## config.mk

```make
export PLATFORM = sky130hd
export DESIGN_NAME = lib_arb_rr
export DESIGN_NICKNAME = d
export VERILOG_FILES = /design/src/rtl/lib_arb_rr.sv
export SDC_FILE = /design/constraint.sdc
export NUM_CORES = 1
export LEC_CHECK = 0
export CORE_MARGIN = 3
export CORE_UTILIZATION = 34
export CTS_CLUSTER_SIZE = 8
export DETAILED_ROUTE_END_ITERATION = 10
export PLACE_DENSITY = 0.56
export SETUP_SLACK_MARGIN = 0.02
export SYNTH_ARGS = -nofsm -noshare
export SYNTH_HDL_FRONTEND = slang
export SYNTH_SLANG_ARGS = --single-unit
```

## constraint.sdc

```tcl
create_clock -name clk -period 2.3 [get_ports clk]
set_clock_uncertainty 0.1 [all_clocks]
set_input_delay 0.345 -clock clk [delete_from_list [all_inputs] [get_ports clk]]
set_output_delay 0.345 -clock clk [all_outputs]
set_load 0.03 [all_outputs]
```

## src/rtl/lib_arb_rr.sv

```systemverilog
// Request arbiter with a locked grant: fixed priority (MODE=0) or round-robin (MODE=1).
// A grant is held until ack; on ack the next winner loads at the same edge.
module lib_arb_rr #(
  parameter int WIDTH = 4,
  parameter int MODE  = 1,
  parameter int IDW   = $clog2(WIDTH)
) (
  input  logic             clk,
  input  logic             rstn,
  input  logic [WIDTH-1:0] req,
  input  logic             ack,
  output logic [WIDTH-1:0] gnt,
  output logic             gnt_vld,
  output logic [IDW-1:0]   gnt_id
);

  // Handshake: the holder of gnt raises ack for one cycle to release it;
  // ack is only meaningful while gnt_vld=1 and is ignored otherwise.

  typedef enum logic {IDLE = 1'b0, BUSY = 1'b1} state_t;

  state_t           state;
  logic [WIDTH-1:0] base;
  logic [IDW-1:0]   base_idx;
  logic [IDW-1:0]   rot_idx;
  logic [IDW-1:0]   start_idx;
  logic [IDW-1:0]   win_idx;
  logic [IDW-1:0]   pos;
  logic [IDW:0]     sum;
  logic             win_found;

  always_comb begin
    base_idx = '0;
    for (int i = 0; i < WIDTH; i++) begin
      if (base[i]) base_idx = base_idx | IDW'(i);
    end
  end

  // Pointer value the holder leaves behind once it acks: one past itself.
  always_comb begin
    if (int'(gnt_id) == WIDTH - 1) rot_idx = '0;
    else                           rot_idx = gnt_id + IDW'(1);
  end

  // In BUSY the search must already use the post-ack pointer so that a
  // back-to-back grant sees the updated priority.
  always_comb begin
    if (state == BUSY) start_idx = (MODE == 1) ? rot_idx : '0;
    else               start_idx = base_idx;
  end

  always_comb begin
    win_found = 1'b0;
    win_idx   = '0;
    sum       = '0;
    pos       = '0;
    for (int i = 0; i < WIDTH; i++) begin
      sum = {1'b0, start_idx} + (IDW+1)'(i);
      if (sum >= (IDW+1)'(WIDTH)) sum = sum - (IDW+1)'(WIDTH);
      pos = sum[IDW-1:0];
      if (!win_found && req[pos]) begin
        win_found = 1'b1;
        win_idx   = pos;
      end
    end
  end

  always_ff @(posedge clk or negedge rstn) begin
    if (!rstn) begin
      state   <= IDLE;
      base    <= WIDTH'(1);
      gnt     <= '0;
      gnt_vld <= 1'b0;
      gnt_id  <= '0;
    end else begin
      case (state)
        IDLE: begin
          if (win_found) begin
            state   <= BUSY;
            gnt     <= WIDTH'(1) << win_idx;
            gnt_id  <= win_idx;
            gnt_vld <= 1'b1;
          end
        end
        BUSY: begin
          if (ack) begin
            if (MODE == 1) base <= WIDTH'(1) << rot_idx;
            if (win_found) begin
              gnt     <= WIDTH'(1) << win_idx;
              gnt_id  <= win_idx;
              gnt_vld <= 1'b1;
            end else begin
              state   <= IDLE;
              gnt     <= '0;
              gnt_id  <= '0;
              gnt_vld <= 1'b0;
            end
          end
        end
        default: state <= IDLE;
      endcase
    end
  end

endmodule
```

Word-level counts from Yosys, hierarchy flattened
Cells that the tools add are included.
- flip-flop bits (word level): 12
- bits of input ports: 7
- output and inout bits: 7
- $add $sub $neg: 8
- magnitude comparators: 8
- equal/unequal tests: 3
- shift-type cells: 2
- multiplexer cells: 39
- bitwise operators: 1
- reductions and logical operators: 8
- operators by type and width (kind ; count):
    $mux W2 ; 15
    $mux W1 ; 13
    $lt A2 B3 Y1 const B ; 4
    $mux W4 ; 3
    $ge A3 B3 Y1 const B ; 3
    $bmux W1 S2 ; 4
    $pmux W4 S2 ; 1
    $shl A1 B2 Y4 const A ; 2
    $sub A2 B1 Y2 const B ; 4
    $add A2 B2 Y3 const B ; 2
    $ne A2 B2 Y1 const B ; 2
    $pmux W1 S2 ; 2
    $pmux W2 S2 ; 1
    $reduce_and A2 Y1 ; 2
    $add A2 B1 Y3 const B ; 1
    $ge A2 B3 Y1 const B ; 1
    $logic_and A1 B1 Y1 ; 3
    $logic_not A1 Y1 ; 3
    $add A2 B1 Y2 const B ; 1
    $eq A2 B1 Y1 const B ; 1
    $not A1 Y1 ; 1

Logic depth before layout (Yosys ltp)
- depth after elaboration: 22
- gate-level depth with buffers: 7
- depth with buffers taken out: 7

Worst setup path before layout
OpenSTA, ideal clock, no wires.
- path type: reg2reg
- from: reg gnt_id[0]
- to: reg gnt[0]
- arrival: 1935 ps
- required time: 2079 ps
- setup slack: 144 ps
- cell stages (with the launch flop): 8
- clock period less this slack: 2156 ps
- cells stage by stage: dfrtp_1 inv_1 ha_1 nor2b_2 a22o_1 o21bai_1 a221o_1 a32o_2
- cells in the longest elaborated chain, start to end: 21
- elaborated cells between the ends (all ways): 48
- classes of those cells: 8 x add/sub; 4 x order compare; 2 x eq/ne; 1 x shift; 26 x mux; 7 x reduce/logical
- ends and longest elaborated chain (element ; RTL line ; RTL):
    start, declared ; 14 ; output logic [IDW-1:0] gnt_id
    start signal, assigned ; 81 ; gnt_id <= win_idx;
    start signal, assigned ; 90 ; gnt_id <= win_idx;
    $add A2 B1 Y2 / $eq A2 B1 Y1 (equally long branches) ; 42, 41 ;
    $mux W2 (*) ; 41 ; if (int'(gnt_id) == WIDTH - 1) rot_idx = '0;
    $mux W2 (*) ; 48 ; if (state == BUSY) start_idx = (MODE == 1) ? rot_idx : '0;
    parallel branches: the longest is 18 deep, another holds $add A2 B1 Y3 ; -- ;
    end signal, assigned ; 80 ; gnt <= WIDTH'(1) << win_idx;
    end signal, assigned ; 89 ; gnt <= WIDTH'(1) << win_idx;
    end, declared ; 12 ; output logic [WIDTH-1:0] gnt,
Mark *: on every way between the ends. The select of a mux whose other input is x is not followed.
A chain may end at the register's enable or synchronous reset.

Worst setup path after layout
Ends and elaborated chain as after synthesis.

==> impl_metrics.csv <==
group,metric,value,unit
status,run_status,"finished, final reports clean",
sta,finalHoldViolations,0,
finish,nFillCells,160,
clock_network,cts-htree-levels,1,
critical_path,crit_fanout,6,
clock_network,clock_insertion_delay_worst_skew,0.27,ns
route,vias_per_cell,5.06,
synthesis,syn-instance-count,60,
critical_path,rrSetupSlack,0.21,ns
global_routing,grt_start_max_net_pins,12,
global_routing,grt_util_all_layers,14.1,%
clock_network,clock-sinks,11,
clock_network,tritoncts,"yes",
synthesis,proportion_of_synthesized_area_in_mux_cells,5.60,%
synthesis,post_synth_fa_ha_maj_area_fraction,8.30,%
finish,most-common-layout-cells,"13 x sky130_fd_sc_hd__clkdlybuf4s50_1, 11 x sky130_fd_sc_hd__dfrtp_1, 9 x sky130_fd_sc_hd__nand2_1",
synthesis,ys_types,25,
finish,diode_count,0,
route,drc,0,
critical_path,critPathMaxStageDelay,0.43,ns
sta,timing.final.setup_violations,0,
synthesis,edff_count_synth,0,
finish,seq_area,275,sq um
synthesis,asr_flop_ratio_synth,100,%
clock_network,clk_transition_reported_paths,0.08,ns
finish,multi_input_area,317,sq um
sta,final_period_minus_worst_setup_slack,2.09,ns
critical_path,critical_path_launch_point_type,"flop",
die,top_level_port_count,14,
critical_path,crit_chain,"inv_1, ha_1, nor2b_2, a22o_1, o21bai_1, a221o_1, a32o_2",
pwr,power_density,1130,nW/um^2
sta,slew-limit-headroom,67.3,%
synthesis,post_synth.cell_area_avg,10.1,sq um
synthesis,synthesis.yosys.warnings,0,
synthesis,postSynth.topFlopCell,"sky130_fd_sc_hd__dfrtp_1",
placed_design,dp_hpwl,1.00,mm
job,drv_cap,0,
synthesis,main_combinational_cell_family_by_area_after_synthesis,"compound AO/OA/AOI/OAI gates",
critical_path,critical_path.n_buffers_inverters,1,
synthesis,share_of_the_synthesized_netlist_area_taken_by_xor_and_xnor_gates,0,%
die,chipHeight,48.1,um
finish,most_common_library_cell_in_the_layout_ignoring_fill_and_taps,"sky130_fd_sc_hd__clkdlybuf4s50_1",
placed_design,detailed_place.area,771,sq um
pwr,vdd_drop_max,0.000490,V
critical_path,reg2reg_from,"gnt_id[0]",
route,routed-via-count,516,
critical_path,critPathSlowestCell,"sky130_fd_sc_hd__dfrtp_1",
synthesis,synth_seq_cells,11,
global_routing,grt-ovfl-total,0,
finish,utilization,50.1,%
clock_network,post-cts-setup-buffers,0,
die,die_width,48.1,um
synthesis,synthesized_nets,71,
synthesis,yosysSeqAreaShare,45.6,%
clock_network,post_cts_resized,0,
synthesis,synth_area_in_compound_gates,19.5,%
clock_network,cts-root-buf,"sky130_fd_sc_hd__clkbuf_4",
sta,maxSlewViolCount,0,
route,routed_wl,1.30,mm
die,core_area,1590,sq um
sta,finalCritPeriodShare,90.8,%
min_path,type_of_the_tightest_min_delay_check,"in2async",
route,wl_per_cell,12.7,um
global_routing,grt_pass1_vias,503,
critical_path,r2r.worst_path.cells,7,
clock_network,tritoncts.num_buffers,3,
die,start_util,37.8,%
critical_path,cp_top_family,"compound AO/OA/AOI/OAI gates",
critical_path,cp_data_required_time,2.36,ns
pwr,static-leakage-power,0.000358,uW
die,fp-row-count,14,
finish,final_cell_area,798,sq um
synthesis,synth_area,603,sq um
critical_path,critical_path_class,"reg2reg",
sta,worstMarginPinSlew,0.489,ns
route,final_antenna_net_count,0,
critical_path,rr_endpoint,"gnt[0]",
die,dieArea,2320,sq um
critical_path,cp-end-kind,"flop",
finish,drive_gt1_share,15.4,%
clock_network,cts-root-to-sink-buffers,2,
sta,max_freq,479,MHz
placed_design,place.port_buffers,13,
critical_path,critical_path_arrival,2.15,ns
sta,rsz0062_at_grt,"false",
finish,finalNetCount,90,
route,drt_iter0_drc,15,
clock_network,cts.hold.buffers_added,0,
sta,fin_tns_setup,0,ns
synthesis,synthSimpleGateAreaFrac,19.1,%
global_routing,grt_antenna_before_repair,0,
placed_design,rd_place_congestion,0.881,
route,initial_drt_pass_iterations,4,
finish,syn2layout_area_growth,32.4,%
global_routing,grt_pass1_wl,2.19,mm
-- sequential cells by signal, indices dropped and copies added (netlist names) --
signal / count
gnt: 4
base: 3
gnt_id: 2
gnt_vld: 1
state: 1
-- through the flow --
step	instances	hold WS (ns)	total power, uW	worst slack [ns]
detailed placement	98	0.373	768	0.209
floorplan	60	-0.0506	610	0.144
global placement	98	0.368	766	0.225
global route	102	0.322	978	0.0809
CTS	102	0.333	910	0.195
finish	102	0.297	898	0.211
-- worst max-delay path by stage --
stage          endpoint  depth (start not counted)       from
2_1_floorplan    gnt[0]                          7  gnt_id[0]
3_3_place_gp     gnt[0]                          7  gnt_id[0]
3_5_place_dp     gnt[0]                          7  gnt_id[0]
4_1_cts          gnt[0]                          7  gnt_id[0]
5_1_grt          gnt[0]                          7  gnt_id[0]
6_report         gnt[0]                          7  gnt_id[0]
-- cell type report --
type | instances | share of cell area (%)
inverter | 3 | 1.41
clock buffer | 3 | 2.82
tap | 24 | 3.76
sequential | 11 | 34.5
timing repair buffer | 14 | 17.2
clock inverter | 1 | 0.627
multi-input combinational | 46 | 39.7
-- worst reg2reg max path, delay by kind of cell (launching register included) --
family | cells | cell delay [ns]
adders and majority gates | 1 | 0.29
AOI/OAI and AO/OA | 4 | 1.03
DFF | 1 | 0.43
and+or+nand+nor | 1 | 0.06
buffers and inverters | 1 | 0.09
-- cell families (layout without fill, tap and decap cells) --
kind of cell,after synthesis,after routing
AO/OA/AOI/OAI,16,16
adder cells (fa/ha/maj),4,4
buffers and inverters,3,21
flip-flops,11,11
multiplexers,3,3
AND/OR/NAND/NOR,23,23
-- routing by layer --
layer | track usage, % | vias up | routed length [um]
met3 | 6.64 | 2 | 81
met2 | 20.1 | 12 | 547
li1 | - | 252 | -
met5 | 0 | - | 0
met4 | 4.84 | 0 | 12
met1 | 18.9 | 250 | 658
-- synthesized netlist by cell type, types with 2 or more instances --
cell                      number  area share (%)
sky130_fd_sc_hd__dfrtp_1      11              46
sky130_fd_sc_hd__ha_1          4             8.3
sky130_fd_sc_hd__inv_1         3             1.9
sky130_fd_sc_hd__mux2_2        3             5.6
sky130_fd_sc_hd__nand2_1       9             5.6
sky130_fd_sc_hd__nand3_1       3             2.5
sky130_fd_sc_hd__nor2_1        3             1.9
sky130_fd_sc_hd__nor3_1        2             1.7
sky130_fd_sc_hd__o21ai_0       5             4.1
sky130_fd_sc_hd__o31ai_1       2             2.5
-- power breakdown --
part	switching, uW	leakage (uW)	total, uW	internal (uW)
Sequential	52.5	0.000135	312	260
Combinational	246	0.000206	450	204
Clock	72.3	0.0000177	137	64.4
Power figures use the tool's default switching activity.
